[src/rtl/instr_mem_if.sv]
// Instruction memory request/acknowledge bus between the fetch unit and memory.
// The master holds req with a stable addr until a one-cycle ack returns rdata.
interface instr_mem_if #(
    parameter int unsigned ADDR_W = 8
);
    logic              req;
    logic [ADDR_W-1:0] addr;
    logic              ack;
    logic [7:0]        rdata;

    modport master (
        output req,
        output addr,
        input  ack,
        input  rdata
    );

    modport slave (
        input  req,
        input  addr,
        output ack,
        output rdata
    );
endinterface

[src/rtl/instr_fetch_unit.sv]
// Instruction fetch unit: program counter, instruction register and a one-entry
// prefetch buffer filled from instruction memory over a req/ack handshake.
module instr_fetch_unit #(
    parameter int unsigned ADDR_W   = 8,
    parameter int unsigned RESET_PC = 0
) (
    input  logic              clock,
    input  logic              reset,
    input  logic              ir_load,
    input  logic              pc_load,
    input  logic              jump_en,
    input  logic [ADDR_W-1:0] jump_addr,
    instr_mem_if.master       mem,
    output logic [7:0]        IR,
    output logic              ir_valid,
    output logic [ADDR_W-1:0] pc,
    output logic              fetch_busy
);

    typedef enum logic [1:0] {StIdle, StReq, StFull, StFlush} state_e;

    state_e            state_q, state_d;
    logic [ADDR_W-1:0] pc_q, pc_d;
    logic [7:0]        ir_q, ir_d;
    logic              ir_valid_q, ir_valid_d;
    logic [7:0]        buf_q, buf_d;
    logic              buf_valid_q, buf_valid_d;
    logic              load_pending_q, load_pending_d;
    logic              mem_req_q, mem_req_d;
    logic [ADDR_W-1:0] mem_addr_q, mem_addr_d;

    logic              pc_change;
    logic [ADDR_W-1:0] pc_next;

    always_ff @(posedge clock or negedge reset) begin
        if (!reset) begin
            state_q        <= StIdle;
            pc_q           <= ADDR_W'(RESET_PC);
            ir_q           <= '0;
            ir_valid_q     <= 1'b0;
            buf_q          <= '0;
            buf_valid_q    <= 1'b0;
            load_pending_q <= 1'b0;
            mem_req_q      <= 1'b0;
            mem_addr_q     <= '0;
        end else begin
            state_q        <= state_d;
            pc_q           <= pc_d;
            ir_q           <= ir_d;
            ir_valid_q     <= ir_valid_d;
            buf_q          <= buf_d;
            buf_valid_q    <= buf_valid_d;
            load_pending_q <= load_pending_d;
            mem_req_q      <= mem_req_d;
            mem_addr_q     <= mem_addr_d;
        end
    end

    always_comb begin
        state_d        = state_q;
        pc_d           = pc_q;
        ir_d           = ir_q;
        ir_valid_d     = ir_valid_q;
        buf_d          = buf_q;
        buf_valid_d    = buf_valid_q;
        load_pending_d = load_pending_q;
        mem_req_d      = mem_req_q;
        mem_addr_d     = mem_addr_q;

        pc_change = jump_en | pc_load;
        pc_next   = jump_en ? jump_addr : pc_q + ADDR_W'(1);

        if (pc_change) begin
            pc_d        = pc_next;
            buf_valid_d = 1'b0;
        end

        // IR takes the old buffer even when the PC advances on the same edge.
        if (ir_load && buf_valid_q) begin
            ir_d       = buf_q;
            ir_valid_d = 1'b1;
        end else if (ir_load) begin
            load_pending_d = 1'b1;
        end

        unique case (state_q)
            StIdle: begin
                state_d    = StReq;
                mem_req_d  = 1'b1;
                mem_addr_d = pc_d;
            end
            StReq: begin
                if (mem.ack) begin
                    if (load_pending_q || ir_load) begin
                        ir_d           = mem.rdata;
                        ir_valid_d     = 1'b1;
                        load_pending_d = 1'b0;
                    end
                    if (pc_change) begin
                        // Data belongs to the old PC: do not validate, re-request at once.
                        mem_addr_d = pc_next;
                    end else begin
                        buf_d       = mem.rdata;
                        buf_valid_d = 1'b1;
                        mem_req_d   = 1'b0;
                        state_d     = StFull;
                    end
                end else if (pc_change) begin
                    state_d = StFlush;
                end
            end
            StFull: begin
                if (pc_change) begin
                    state_d    = StReq;
                    mem_req_d  = 1'b1;
                    mem_addr_d = pc_next;
                end
            end
            StFlush: begin
                // Stale data is dropped; the request stays up until its ack.
                if (mem.ack) begin
                    state_d    = StReq;
                    mem_addr_d = pc_d;
                end
            end
            default: state_d = StIdle;
        endcase
    end

    assign mem.req    = mem_req_q;
    assign mem.addr   = mem_addr_q;
    assign IR         = ir_q;
    assign ir_valid   = ir_valid_q;
    assign pc         = pc_q;
    assign fetch_busy = load_pending_q;

endmodule
[src/flat_wrapper.sv]
// flat-port wrapper written by rule: the top's interface ports become plain ports
module instr_fetch_unit_flat 
#(
    parameter int unsigned ADDR_W   = 8,
    parameter int unsigned RESET_PC = 0
)
  (clock, reset, ir_load, pc_load, jump_en, jump_addr, IR, ir_valid, pc, fetch_busy, mem_req, mem_addr, mem_ack, mem_rdata);
  instr_mem_if #(.ADDR_W(ADDR_W)) mem_i ();
  input  logic clock;
  input  logic reset;
  input  logic ir_load;
  input  logic pc_load;
  input  logic jump_en;
  input  logic [ADDR_W-1:0] jump_addr;
  output logic [7:0] IR;
  output logic ir_valid;
  output logic [ADDR_W-1:0] pc;
  output logic fetch_busy;
  output wire logic [$bits(mem_i.req)-1:0] mem_req;
  output wire logic [$bits(mem_i.addr)-1:0] mem_addr;
  input wire logic [$bits(mem_i.ack)-1:0] mem_ack;
  input wire logic [$bits(mem_i.rdata)-1:0] mem_rdata;
  assign mem_req = mem_i.req;
  assign mem_addr = mem_i.addr;
  assign mem_i.ack = mem_ack;
  assign mem_i.rdata = mem_rdata;
  instr_fetch_unit #(.ADDR_W(ADDR_W), .RESET_PC(RESET_PC)) u_core (.clock(clock), .reset(reset), .ir_load(ir_load), .pc_load(pc_load), .jump_en(jump_en), .jump_addr(jump_addr), .mem(mem_i), .IR(IR), .ir_valid(ir_valid), .pc(pc), .fetch_busy(fetch_busy));
endmodule
[config.mk]
export PLATFORM = sky130hd
export DESIGN_NAME = instr_fetch_unit_flat
export DESIGN_NICKNAME = d
export VERILOG_FILES = /design/src/rtl/instr_mem_if.sv /design/src/rtl/instr_fetch_unit.sv /design/src/flat_wrapper.sv
export SDC_FILE = /design/constraint.sdc
export NUM_CORES = 1
export LEC_CHECK = 0
export CAP_MARGIN = 10
export CORE_MARGIN = 4
export CORE_UTILIZATION = 46
export CTS_BUF_LIST = sky130_fd_sc_hd__clkbuf_2 sky130_fd_sc_hd__clkbuf_4 sky130_fd_sc_hd__clkbuf_8
export CTS_CLUSTER_SIZE = 20
export DETAILED_ROUTE_END_ITERATION = 8
export PLACE_DENSITY = 0.78
export SLEW_MARGIN = 20
export SYNTH_ARGS = -nofsm -noshare
export SYNTH_HDL_FRONTEND = slang
export SYNTH_SLANG_ARGS = --single-unit
[constraint.sdc]
create_clock -name clock -period 1.6 [get_ports clock]
set_clock_uncertainty 0.1 [all_clocks]
set_input_delay 0.48 -clock clock [delete_from_list [all_inputs] [get_ports clock]]
set_output_delay 0.48 -clock clock [all_outputs]
set_load 0.01 [all_outputs]
==> results of run 1 <==
==> per-layer routing <==
layer / part of all wire / global-route usage / vias up
met3: 0.077 / 0.05811 / 11
met1: 0.44 / 0.2401 / 830
met2: 0.47 / 0.3130 / 61
met4: 0.018 / 0.07243 / 0
met5: 0 / 0 / -
li1: - / - / 848
==> power by group <==
part | leakage, nW | internal, mW | switching [mW]
logic | 0.829 | 1.09 | 0.970
clock network | 0.0683 | 0.625 | 0.355
registers | 0.437 | 1.34 | 0.236
==> placed cells by master, fill, tap and decap left out, types with 5 or more instances in the layout <==
cell type / instances
dfrtp_1: 36
buf_4: 32
dlygate4sd2_1: 24
nor2_1: 18
a21oi_1: 18
clkdlybuf4s50_1: 17
nand2_1: 13
mux2i_1: 9
o21ai_1: 7
mux2_1: 7
xnor2_1: 6
inv_1: 5
o211ai_1: 5
clkbuf_8: 5
clkdlybuf4s15_1: 5
==> cell usage after synthesis, drive strengths merged (2+ instances only) <==
| library cell | count | share of area |
|---|---|---|
| mux2i | 10 | 0.050 |
| a22oi | 3 | 0.011 |
| a21boi | 3 | 0.011 |
| xnor2 | 6 | 0.026 |
| a32o | 4 | 0.020 |
| mux2 | 8 | 0.045 |
| a31oi | 2 | 0.0062 |
| nor2 | 19 | 0.036 |
| nand2 | 13 | 0.024 |
| xor2 | 4 | 0.017 |
| nand2b | 4 | 0.012 |
| o21ai | 10 | 0.031 |
| nand3 | 4 | 0.010 |
| dfrtp | 38 | 0.47 |
| nand4 | 4 | 0.016 |
| buf | 12 | 0.037 |
| a21oi | 18 | 0.045 |
| nand3b | 2 | 0.0075 |
| nor3 | 2 | 0.0050 |
| o211ai | 6 | 0.025 |
| inv | 6 | 0.011 |
| ha | 5 | 0.031 |
==> repair_timing <==
| action | 4_1_cts | 5_1_grt |
|---|---|---|
| hold buffers | 1 | 0 |
| hold endpoints to repair | 13 | 0 |
| pin swaps | 1 | 2 |
| resized for setup | 37 | 9 |
| endpoints found under the setup margin | 56 | 12 |
| buffers inserted | 0 | 2 |
==> final cells by class <==
type	instances	area [µm²]	share of cell area
Timing Repair Buffer	85	778.2	0.2632
Clock inverter	3	68.82	0.02328
Inverter	6	22.52	0.007617
Tap cell	50	62.56	0.02116
Clock buffer	5	68.82	0.02328
Multi-Input combinational cell	139	1002	0.3390
Sequential cell	38	953.4	0.3225
==> kinds of logic after synthesis <==
logic type | after synthesis | synth area share
AO/OA/AOI/OAI | 52 | 0.1789
flip-flops | 38 | 0.4738
multiplexers | 18 | 0.09477
AND/OR/NAND/NOR | 54 | 0.1297
adder cells (fa/ha/maj) | 5 | 0.03117
buffers and inverters | 18 | 0.04800
XOR/XNOR | 10 | 0.04364
==> registers in the layout (all words and copies together), names as in the netlist <==
signal              flops
u_core.mem.addr         8
u_core.pc               8
u_core.buf_valid_q      1
u_core.IR               8
u_core.fetch_busy       1
u_core.buf_q            8
u_core.mem.req          1
u_core.state_q          2
u_core.ir_valid         1
==> stage by stage <==
stage / total power [mW] / hold WS [ps] / util
global route: 4.932 / 374.6 / 0.7185
global placement: 3.618 / 317.0 / 0.6753
detailed placement: 3.676 / 320.6 / 0.6753
CTS: 4.583 / 372.3 / 0.7102
finish: 4.618 / 369.9 / 0.7185
floorplan: 2.663 / 84.41 / -
==> worst max-delay path by stage <==
stage,cells past startpoint,from,endpoint
final,1,u_core.mem.addr[3],mem_addr[3]
after global routing,5,u_core.state_q[1],u_core.buf_q[3]
after CTS,1,u_core.pc[1],pc[1]
after detailed placement,5,pc_load,u_core.mem.addr[4]
after global placement,5,jump_en,u_core.mem.addr[1]
after floorplan,7,u_core.state_q[1],u_core.mem.addr[7]
==> summary.md, run 1 <==
| Metric | Value |
|---|---|
| Gpl congestion | `0.8378` |
| Syn Nets | `222` |
| Cell variety after synth | `41` |
| Placed cells | `315` |
| Initial antenna violation count | `0` |
| Initial drt markers | `between 70 and 80` |
| Worst rel slew slack | `0.7450` |
| Number of enable flip-flop cells after synthesis | `0` |
| Setup TNS | `0 ps` |
| Worst reg2reg path startpoint | `u_core.state_q[1]` |
| # diodes | `0` |
| Crit-path cells | `dlygate4sd2_1` |
| Ys Warns | `0` |
| Max Slew Vio Count | `0` |
| Pre-Repair DR Iteration Count | `4` |
| Dpl cell area | `between 2000 and 3000 µm²` |
| Drt drc | `0` |
| Setup CP Type | `flop to output port` |
| CP max stage cell | `dfrtp_1` |
| Fin cells | `326` |
| Hold crit path type | `flop to flop` |
| First-pass GRT wire length | `8107 µm` |
| Clock Sink Count | `38` |
| Fillers | `between 300 and 400` |
| Min Clock Period, post-route | `~1600 ps` |
| HPWL after DPL | `around 3500 µm` |
| Total grt overflow | `0` |
| Crit end category | `output port` |
| Effective utilization at floorplan | `0.4877` |
| Leakage power | `about 1.3 nW` |
| Critical path's top delay family | `flip-flops` |
| Mapped Cells | `a little under 200` |
| Area grow syn2layout | `47.32%` |
| Fmax | `around 640 MHz` |
| Ratio of cells with drive above 1 in the final layout | `0.2138` |
| Syn Area/Cell | `10.29 µm²` |
| Num ports | `49` |
| Mapped Area | `2007 µm²` |
| Fin area | `2957 µm²` |
| Commonest register cell after synthesis | `dfrtp_1` |
| Clk buf depth | `2` |
| Routed vias | `1,750` |
| Hold_sp | `u_core.ir_valid` |
| Worst Tran Pin Value | `382.4 ps` |
| Post-route ant nets | `0` |
| Final period util | `0.9787` |
| Synth async-reset ratio | `1.000` |
| Seq cells post-synth | `38` |
| Wirelength per Cell | `between 10 and 15 µm` |
| Die X | `74.05 µm` |
| Critical Path AT | `990 ps` |
| CTS tree | `yes` |
| Worst path required time | `between 1000 and 1500 ps` |
| Worst Hold Path EP | `u_core.ir_valid` |
| Clock slew at reported path FFs | `80 ps` |
| Core ar. | `4115 µm²` |
| DP Worst Slack | `-443.8 ps` |
| Reg2reg path depth | `5` |
| Startpoint Class | `flop` |
| Reg2reg end | `u_core.buf_q[3]` |
| Slowest cell delay on critical path | `400 ps` |
| Setup violations, final | `0` |
| Hold Path Depth | `1` |
| Clock network latency to the later pin of the worst-skew pair | `between 200 and 300 ps` |
| Vias in the first global route | `1,796` |
| Outcome | `finished, final reports clean` |
| Max Cap Viol | `0` |
| # rows | `23` |
| Root Driver | `clkbuf_8` |
| Final Net Count | `302` |
| Inserted Clock Buffers | `5` |
| R2R Setup Slk | `40 ps` |
| Final wirelength | `slightly below 5000 µm` |
| Peak VDD IR | `1.169 mV` |
| Vias per inst | `5.368` |
| CP Max Fanout | `2` |
| I/O Buffers | `48` |
| Final Hold Fails | `0` |
| Tot GR Track Use | `0.1919` |
| PwrDens | `roughly 1600 nW/µm²` |
| Htree depth | `2` |
| Seq/Total Area, Yosys | `0.4738` |
| Die area | `5483 µm²` |
| Buf/Inv on CP | `1` |
| Largest net degree at the start of global routing | `26` |
| Die height | `74.05 µm` |
| Min setup slack post-route | `34.12 ps` |
Note: power is estimated with default switching activity, not from simulation.
==> run 2, diff against run 1 <==
- ABC_AREA: unset -> 1
- PLACE_DENSITY: 0.78 -> 0.79
- SETUP_SLACK_MARGIN: unset -> 0.05
- SLEW_MARGIN: 20 -> unset
==> run 2 against run 1 <==
Final area grew 0.34%. Setup slack gained 9.1 ps. Synthesized area shrank 2.7%. Sequential share of layout area shrank 0.11 points. Sequential power grew 3%. Via count grew 10%. Fmax grew 0.58%. Flip-flop and latch count is the same.
==> summary.md, run 2 <==
| Metric | Value |
|---|---|
| Critical path's top delay family | `flip-flops` |
| Post-synth top area share | `0.4869 (+0.01305)` |
| Crit end category | `output port` |
| Setup CP Type | `flop to output port` |
| Peak VDD IR | `0.8831 mV (-24%)` |
| Ys Warns | `0 (unchanged)` |
| Top-count cell post-synth | `nand2_1` |
| Clock Sink Count | `38 (unchanged)` |
| Wirelength per Cell | `14.08 µm (-5.0%)` |
| HPWL after DPL | `3685 µm (+4.0%)` |
| Outcome | `finished, final reports clean` |
| Initial antenna violation count | `0 (unchanged)` |
| Syn Area/Cell | `8.241 µm² (-20%)` |
| Seq cells post-synth | `38 (unchanged)` |
| Area grow syn2layout | `51.89%` |
| Max Cap Viol | `0 (unchanged)` |
| Commonest non-fill, non-tap cell in the layout | `nand2_1` |
| R2R Setup Slk | `80 ps (+40 ps)` |
| Largest net degree at the start of global routing | `39 (+50%)` |
| Crit-path cells | `clkdlybuf4s15_1` |
| Clk buf depth | `2 (unchanged)` |
| CP max stage cell | `dfrtp_1` |
| Worst path required time | `1020 ps (about the same)` |
| Post-synth top area cell | `dfrtp_1` |
| Reg2reg end | `u_core.mem.addr[3]` |
| Startpoint Class | `flop` |
| Final Net Count | `349 (+16%)` |
| Number of enable flip-flop cells after synthesis | `0 (unchanged)` |
| CTS tree | `yes` |
| Most frequent cells in the layout | `61 x nand2_1, 36 x dfrtp_1, 30 x buf_4` |
| Initial drt markers | `154 (+110%)` |
| Min Clock Period, post-route | `1557 ps (-9.072 ps)` |
| List of most frequent post-synthesis cells | `63 x nand2_1, 38 x dfrtp_1, 25 x o21ai_0` |
| Pre-Repair DR Iteration Count | `4 (unchanged)` |
| Seq/Total Area, Yosys | `0.4869 (+0.01305)` |
| Worst reg2reg path startpoint | `u_core.state_q[0]` |
| Commonest register cell after synthesis | `dfrtp_1` |
| Ratio of cells with drive above 1 in the final layout | `0.2516 (+0.03778)` |
| Final wirelength | `5239 µm (+8.4%)` |
| Tot GR Track Use | `0.2068 (+0.01489)` |
| Worst rel slew slack | `0.7326 (-0.01240)` |
| Setup violations, final | `0 (unchanged)` |
| Drt drc | `0 (unchanged)` |
| I/O Buffers | `48 (unchanged)` |
| # rows | `23 (unchanged)` |
| Max Slew Vio Count | `0 (unchanged)` |
| Clock slew at reported path FFs | `70 ps (about the same)` |
| Slowest cell delay on critical path | `430 ps (+30 ps)` |
| First-pass GRT wire length | `8680 µm (+7.1%)` |
| Synth area leaders | `dfrtp_1 49%, nand2_1 12%, o21ai_0 6.4%, nor2_1 4.6%, inv_1 4.4%` |
| Critical Path AT | `980 ps (about the same)` |
| Vias per inst | `5.194 (-3.3%)` |
| Root Driver | `clkbuf_8` |
| Gpl congestion | `0.7969 (-4.9%)` |
| Buf/Inv on CP | `1 (unchanged)` |
| Cell variety after synth | `25 (-39%)` |
| # diodes | `0 (unchanged)` |
| Post-route ant nets | `0 (unchanged)` |
| Die X | `73.16 µm (-1.2%)` |
| Hold crit path type | `input pin to async pin` |
| Critical path launch point | `u_core.pc[1]` |
| Worst Tran Pin Value | `399.5 ps (+17.09 ps)` |
| Fillers | `302 (-7.4%)` |
| Core ar. | `4058 µm² (-1.4%)` |
| Leakage power | `1.445 nW (+8.3%)` |
| Routed vias | `1,932 (+10%)` |
| Inserted Clock Buffers | `5 (unchanged)` |
| Die height | `73.16 µm (-1.2%)` |
| Die area | `5352 µm² (-2.4%)` |
| PwrDens | `1638 nW/µm² (+4.9%)` |
| Dpl cell area | `2694 µm² (-3.1%)` |
| CP Max Fanout | `3 (+1)` |
| Fmax | `642.3 MHz (+0.58%)` |
| Final period util | `0.9730 (-0.005670)` |
| Syn Nets | `264 (+19%)` |
| Synth async-reset ratio | `1.000 (unchanged)` |
| Reg2reg path depth | `7 (+2)` |
| Num ports | `49 (unchanged)` |
| Mapped Cells | `237 (+22%)` |
| Htree depth | `2 (unchanged)` |
| Clock network latency to the later pin of the worst-skew pair | `290 ps (about the same)` |
| Effective utilization at floorplan | `0.4813 (-0.006342)` |
| Final Hold Fails | `0 (unchanged)` |
| Mapped Area | `1953 µm² (-2.7%)` |
| Fin area | `2967 µm² (+0.34%)` |
| Hold slack final | `40.86 ps (-329.1 ps)` |
| Vias in the first global route | `1,930 (+7.5%)` |
| RSZ-0062 raised after global routing | `true` |
| Total grt overflow | `0 (unchanged)` |
-- run 2: per-layer routing --
| metal | vias up | routed length (µm) | global-route usage | part of all wire |
|---|---|---|---|---|
| met5 | - | 0 | 0 | 0 |
| met2 | 73 | 2598 | 0.3416 | 0.50 |
| met1 | 910 | 2222 | 0.2745 | 0.42 |
| met3 | 4 | 375 | 0.05096 | 0.072 |
| met4 | 0 | 43 | 0.04508 | 0.0082 |
| li1 | 945 | - | - | - |
-- run 2: final cells by class --
class                   count  area [µm²]  share of cell area
clock buffers               6       82.58             0.02784
clock inverters             1       30.03             0.01012
inverters                  26       105.1             0.03543
multi-input cells         168       968.4              0.3264
flip-flops and latches     38       953.4              0.3214
well taps                  50       62.56             0.02109
repair buffers             83       764.5              0.2577
-- run 2: report_power, final --
part,switching (mW),total [mW],internal [mW]
Clock,0.325,0.823,0.499
Combinational,1.25,2.41,1.16
Sequential,0.274,1.63,1.35
-- run 2: worst max-delay path by stage --
stage | endpoint | cells after the start
global placement | u_core.mem.req | 7
floorplan | u_core.mem.addr[1] | 8
CTS | u_core.mem.addr[1] | 7
global route | u_core.mem.addr[4] | 7
detailed placement | u_core.mem.addr[1] | 7
finish | pc[1] | 1
-- run 2: worst register-to-register path, stage by stage, from the launching register on --
cell and delay, ps:
dfrtp_2 440, inv_2 60, ha_4 280, inv_4 40
a21oi_4 200, inv_4 100, a21oi_2 130, a21oi_2 60
-- run 2: what timing repair did --
action / 4_1_cts / 5_1_grt
setup buffers: 4 / 4
gates resized for setup: 66 / 34
pin swaps: 4 / 3
hold buffers: 0 / 0
gates cloned: 0 / 0
setup endpoints to repair: 64 / 32
endpoints found under the hold margin: 0 / 0
-- run 2: cell families (layout without fill, tap and decap cells) --
logic type	after synthesis	count (layout)	share of synthesized area
and+or+nand+nor	111	111	0.2454
AOI/OAI and AO/OA	52	52	0.1653
DFF	38	38	0.4869
buffers and inverters	31	116	0.07047
adders and majority gates	5	5	0.03203
-- run 2: per-stage QoR --
stage	setup TNS [ps]	total power, mW	setup WS [ps]	util	std cells
after detailed placement	-14160	3.825	-481.2	0.6639	357
after global placement	-12290	3.743	-406.5	0.6639	357
final	0	4.859	43.19	0.7311	372
after global routing	-42.55	5.209	-20.52	0.7311	372
after floorplan	0	2.699	90.88	-	237
after CTS	0	4.687	34.21	0.7046	368
==> variant 1 (flow settings as in run 1) <==
Take the reset off `mem_addr_q` and load it in a clocked block of its own.
--- a/src/rtl/instr_fetch_unit.sv
+++ b/src/rtl/instr_fetch_unit.sv
@@ -42,7 +42,6 @@
             buf_valid_q    <= 1'b0;
             load_pending_q <= 1'b0;
             mem_req_q      <= 1'b0;
-            mem_addr_q     <= '0;
         end else begin
             state_q        <= state_d;
             pc_q           <= pc_d;
@@ -52,8 +51,11 @@
             buf_valid_q    <= buf_valid_d;
             load_pending_q <= load_pending_d;
             mem_req_q      <= mem_req_d;
-            mem_addr_q     <= mem_addr_d;
         end
+    end
+
+    always_ff @(posedge clock) begin
+        mem_addr_q <= mem_addr_d;
     end
 
     always_comb begin
Formal check against the unedited RTL: not equivalent (Yosys sat finds a counterexample within 4 cycles, from zero or initial values and one cycle with reset low).
==> variant 1 against run 1 <==
- the flow now finishes with violations (negative setup slack)
- sequential cell count did not move
- final area rose by 7.2%
- synthesized area fell by 3.4%
- routed wire length rose by 22%
- power rose by 1.3%
- via count rose by 6.0%
- setup slack got worse by 0.29 ns
==> variant 1: results (changes against run 1) <==
| Metric | Value |
|---|---|
| Outcome | finished with violations |
| Failing checks | negative setup slack |
| RePlAce Congestion | 0.8558 (+2.1%) |
| Initial drt markers | 182 (+150%) |
| Worst IR Drop VDD | 0.7797 mV (-33%) |
| Post-Synth Adder-Cell Area | 0.03228 (+0.001107) |
| Slowest cell on crit path | dfrtp_2 |
| Clock Pin Slew Worst Setup and Hold Paths | 0.08 ns (about the same) |
| Syn_nets | 210 (-5.4%) |
| Vias in the first global route | 1935 (+7.7%) |
| Unique masters post-synth | 42 (+2.4%) |
| Top cells by count, synth | dfrtp_1, nor2_1, a21oi_1 |
| Endpoints failing setup | 36 (+36) |
| Slowest stage delay, CP | 0.45 ns (+0.05 ns) |
| Async SR Flop Fraction | 0.7895 (-0.2105) |
| Post-synth EDFFs | 8 (+8) |
| Slew HR | 0.7949 (+0.04988) |
| Nets@finish | 313 (+3.6%) |
| Hpwl dp | 3.442 mm (-2.8%) |
| Metal3 WL | 322 um (-14%) |
| WL/cell | 17.45 um (+18%) |
| First-pass GRT wire length | 9.328 mm (+15%) |
| Met3 Use GR | 0.05510 (-0.003012) |
| Met1 usage | 0.2809 (+0.04079) |
| PnR worst setup slack | -0.2528 ns (-0.2870 ns) |
| Layout cells sized above 1 | 0.3659 (+0.1521) |
| Hold-fix buffers at CTS | 0 (-1) |
| Worst EP arrival | 1.87 ns (+0.88 ns) |
| Worst-path maximum fanout | 5 (+3) |
| Number of fill cells | 232 (-29%) |
| Leak Pwr | 1.403 nW (+5.1%) |
| Syn Area/Cell | 10.59 um2 (+2.9%) |
| Final cell count without fillers | 337 (+3.4%) |
| Via-per-instance ratio | 5.504 (+2.5%) |
| Mux cell area share after synthesis | 0.09296 (-0.001800) |
| Routed wl met2 | 3.073 mm (+36%) |
| Synth top area cells | dfrtp_1, edfxtp_1, mux2i_1, mux2_1, a21oi_1 |
| Met1 WL | 2.349 mm (+11%) |
| Global Route Usage Sum | 0.2314 (+0.03949) |
| Grt met2 use | 0.4048 (+0.09182) |
| XOR/XNOR Fraction of Synth Area | 0.01808 (-0.02556) |
| Largest net degree at the start of global routing | 31 (+19%) |
| Post-synthesis sequential area ratio | 0.5113 (+0.03748) |
| Synth Area in Compound Gates | 0.1485 (-0.03044) |
| Post-DP Area | 0.002759 mm2 (-0.72%) |
| Crit-path leading delay family | simple AND/OR/NAND/NOR gates |
variant 1: cell types whose count changed in the layout (fill, tap and decap cells not counted), moves of 4 or more:
cell             run 1  this run
buf_4               32        44
buf_6                0        10
dfrtp_1             36        26
edfxtp_1             0         8
mux2_1               7         0
mux2_4               1         8
nor2_1              18        13
xnor2_1              6         1
a21oi_1             18        14
a32o_1               4         0
nand2_1             13         9
o211ai_1             5         1
o21ai_0              2         6
variant 1: worst paths after layout:
| kind | startpoint | slack [ns] | cells past startpoint | end |
|---|---|---|---|---|
| setup / recovery | u_core.state_q[0]$_DFFE_PN0P_ | -0.25 | 6 | u_core.mem.addr[7]$_DFFE_PP_ |
| hold / removal | u_core.ir_valid$_DFF_PN0_ | 0.38 | 1 | u_core.ir_valid$_DFF_PN0_ |
| setup reg to reg | u_core.state_q[0]$_DFFE_PN0P_ | -0.25 | 6 | u_core.mem.addr[7]$_DFFE_PP_ |
| hold reg to reg | u_core.ir_valid$_DFF_PN0_ | 0.38 | 1 | u_core.ir_valid$_DFF_PN0_ |
| max in group asynchronous | reset | 0.78 | 2 | u_core.state_q[1]$_DFFE_PN0P_ |
| min in group asynchronous | reset | 0.43 | 2 | u_core.buf_q[0]$_DFFE_PN0P_ |
variant 1: cell type report:
cell class / instances / area share
Clock buffer: 5 / 0.02172
Clock inverter: 3 / 0.01382
Timing Repair Buffer: 106 / 0.2954
Tap cell: 50 / 0.01975
Multi-Input combinational cell: 128 / 0.3235
Inverter: 6 / 0.009084
Sequential cell: 38 / 0.3144
Timing Repair inverter: 1 / 0.002370
variant 1: timing repair:
action / 4_1_cts / 5_1_grt
resized for setup: 71 / 18
pin swaps: 11 / 9
cloned: 4 / 0
setup buffers: 14 / 6
endpoints found under the setup margin: 69 / 47
variant 1: power by group through the flow:
| stage | clock (mW) | combinational [mW] | sequential [mW] |
|---|---|---|---|
| 3_3_place_gp | 0 | 1.78 | 1.58 |
| 5_1_grt | 0.894 | 2.47 | 1.61 |
| 2_1_floorplan | 0 | 0.870 | 1.67 |
| 4_1_cts | 0.835 | 2.08 | 1.58 |
| 6_report | 0.838 | 2.27 | 1.57 |
| 3_5_place_dp | 0 | 1.83 | 1.60 |
variant 1: per-stage QoR:
stage          hold WS [ns]  worst slack, ns  total power, mW  TNS (ns)
6_report             0.3815          -0.2528            4.676    -4.911
5_1_grt              0.4233          -0.3050            4.967    -6.769
4_1_cts              0.3801          -0.2020            4.489    -2.049
3_5_place_dp         0.3635          -0.5248            3.423    -18.05
3_3_place_gp         0.3597          -0.4945            3.363    -17.30
2_1_floorplan       0.08441          -0.2326            2.537    -1.294
variant 1: worst register-to-register path, cell delays in order (launching register included):
cell     delay (ns)
dfrtp_2        0.45
inv_2          0.08
ha_4           0.20
nor2b_4        0.14
buf_6          0.14
or4_1          0.39
a31oi_1        0.19
==> variant 2 (config.mk and constraints of run 1) <==
Without the edit above. `ADDR_W` is set to 8 in 3 places; all go to 7.
--- a/src/rtl/instr_mem_if.sv
+++ b/src/rtl/instr_mem_if.sv
@@ -1,7 +1,7 @@
 // Instruction memory request/acknowledge bus between the fetch unit and memory.
 // The master holds req with a stable addr until a one-cycle ack returns rdata.
 interface instr_mem_if #(
-    parameter int unsigned ADDR_W = 8
+    parameter int unsigned ADDR_W = 7
 );
     logic              req;
     logic [ADDR_W-1:0] addr;
--- a/src/rtl/instr_fetch_unit.sv
+++ b/src/rtl/instr_fetch_unit.sv
@@ -1,7 +1,7 @@
 // Instruction fetch unit: program counter, instruction register and a one-entry
 // prefetch buffer filled from instruction memory over a req/ack handshake.
 module instr_fetch_unit #(
-    parameter int unsigned ADDR_W   = 8,
+    parameter int unsigned ADDR_W   = 7,
     parameter int unsigned RESET_PC = 0
 ) (
     input  logic              clock,
--- a/src/flat_wrapper.sv
+++ b/src/flat_wrapper.sv
@@ -1,7 +1,7 @@
 // flat-port wrapper written by rule: the top's interface ports become plain ports
 module instr_fetch_unit_flat 
 #(
-    parameter int unsigned ADDR_W   = 8,
+    parameter int unsigned ADDR_W   = 7,
     parameter int unsigned RESET_PC = 0
 )
   (clock, reset, ir_load, pc_load, jump_en, jump_addr, IR, ir_valid, pc, fetch_busy, mem_req, mem_addr, mem_ack, mem_rdata);
Ports: changed (resized jump_addr, mem_addr and pc); port bits go from 49 to 46. No check against the original RTL was run, so the function may have changed too.
==> variant 2 against run 1 <==
- final area shrank 5.2%
- synthesized area shrank 7.6%
- critical path depth grew 4
- setup slack lost 0.026 ns
- power shrank 5.0%
- sequential cell count shrank 2
- routed wire length grew 0.43%
- critical path type is now reg -> reg
- critical endpoint is now u_core.mem.addr[2]$_DFFE_PN0P_
==> variant 2: results (changes against run 1) <==
| Metric | Value |
|---|---|
| WL/cell | 16.02 um (+8.1%) |
| Critical Path Source | u_core.state_q[0]$_DFFE_PN0P_ |
| Slew HR | 0.8282 (+0.08319) |
| Top cells by count, synth | dfrtp_1, nor2_1, a21oi_1 |
| Routed via count | 1635 (-6.6%) |
| Initial drt markers | 112 (+51%) |
| Synth top area cells | dfrtp_1, a21oi_1, mux2i_1, mux2_2, nor2_1 |
| Worst-path maximum fanout | 6 (+4) |
| FF-to-FF End | u_core.mem.addr[2]$_DFFE_PN0P_ |
| Post-synthesis sequential area ratio | 0.4858 (+0.01201) |
| Outcome | finished, final reports clean |
| Worst IR Drop VDD | 0.8806 mV (-25%) |
| Post-CTS setup buffer count | 1 (+1) |
| Layout cells sized above 1 | 0.2941 (+0.08035) |
| Vias in the first global route | 1676 (-6.7%) |
| Input/output buffers | 45 (-6.3%) |
| Post-DP Area | 0.002589 mm2 (-6.8%) |
| Power share of the clock group | 0.183 (-0.029) |
| Final Power | 4.389 mW (-5.0%) |
| CTS resizes | 43 (+16%) |
| Crit-path leading delay family | compound AO/OA/AOI/OAI gates |
| Slowest stage delay, CP | 0.47 ns (+0.07 ns) |
| Global Route Usage Sum | 0.1909 (-0.0009701) |
| First-pass GRT wire length | 7.672 mm (-5.4%) |
| Slowest cell on crit path | dfrtp_2 |
| Leak Pwr | 1.264 nW (-5.2%) |
| Reg-to-reg slack, setup | 0.008 ns (-0.03 ns) |
| Final WL | 4.853 mm (+0.43%) |
| Nets@finish | 280 (-7.3%) |
| DP Worst Slack | -0.5178 ns (-0.07401 ns) |
[variant 2: cell count changes after synthesis, moves of 3 or more]
cell      delta
o211ai_1     -4
nand2_1      -5
mux2_2       +8
a32o_1       -3
o21ai_1      -7
mux2_1       -8
o21ai_0      +5
[variant 2: how the worst min path moves through the flow]
stage | end | slack [ns] | cells after the start
2_1_floorplan | u_core.IR[0]$_DFF_PN0_ | 0.08 | 0
3_3_place_gp | u_core.ir_valid$_DFF_PN0_ | 0.36 | 1
3_5_place_dp | u_core.ir_valid$_DFF_PN0_ | 0.37 | 1
4_1_cts | u_core.ir_valid$_DFF_PN0_ | 0.38 | 1
5_1_grt | u_core.ir_valid$_DFF_PN0_ | 0.41 | 1
6_report | u_core.ir_valid$_DFF_PN0_ | 0.38 | 1
[variant 2: final cells by class]
cell class	instances	area, um2
Clock buffer	6	76.32
Clock inverter	2	35.03
Fill cell	255	967.2
Inverter	7	28.78
Multi-Input combinational cell	123	974.7
Sequential cell	36	903.4
Tap cell	48	60.06
Timing Repair Buffer	81	725.7
[variant 2: cells by family (layout without fill, tap and decap cells)]
logic type | count (synthesis) | count (layout) | share of synthesized area
AND/OR/NAND/NOR | 45 | 45 | 0.1181
multiplexers | 17 | 17 | 0.09717
adder cells (fa/ha/maj) | 5 | 5 | 0.03374
buffers and inverters | 17 | 96 | 0.04858
XOR/XNOR | 6 | 6 | 0.02834
flip-flops | 36 | 36 | 0.4858
AO/OA/AOI/OAI | 50 | 50 | 0.1883
[variant 2: routing by layer]
layer | global-route usage | wire length [um] | vias up
met2 | 0.3173 | 2584 | 44
met1 | 0.2406 | 1971 | 797
li1 | - | - | 783
met4 | 0.07307 | 121 | 0
met5 | 0 | 0 | -
met3 | 0.04488 | 176 | 11
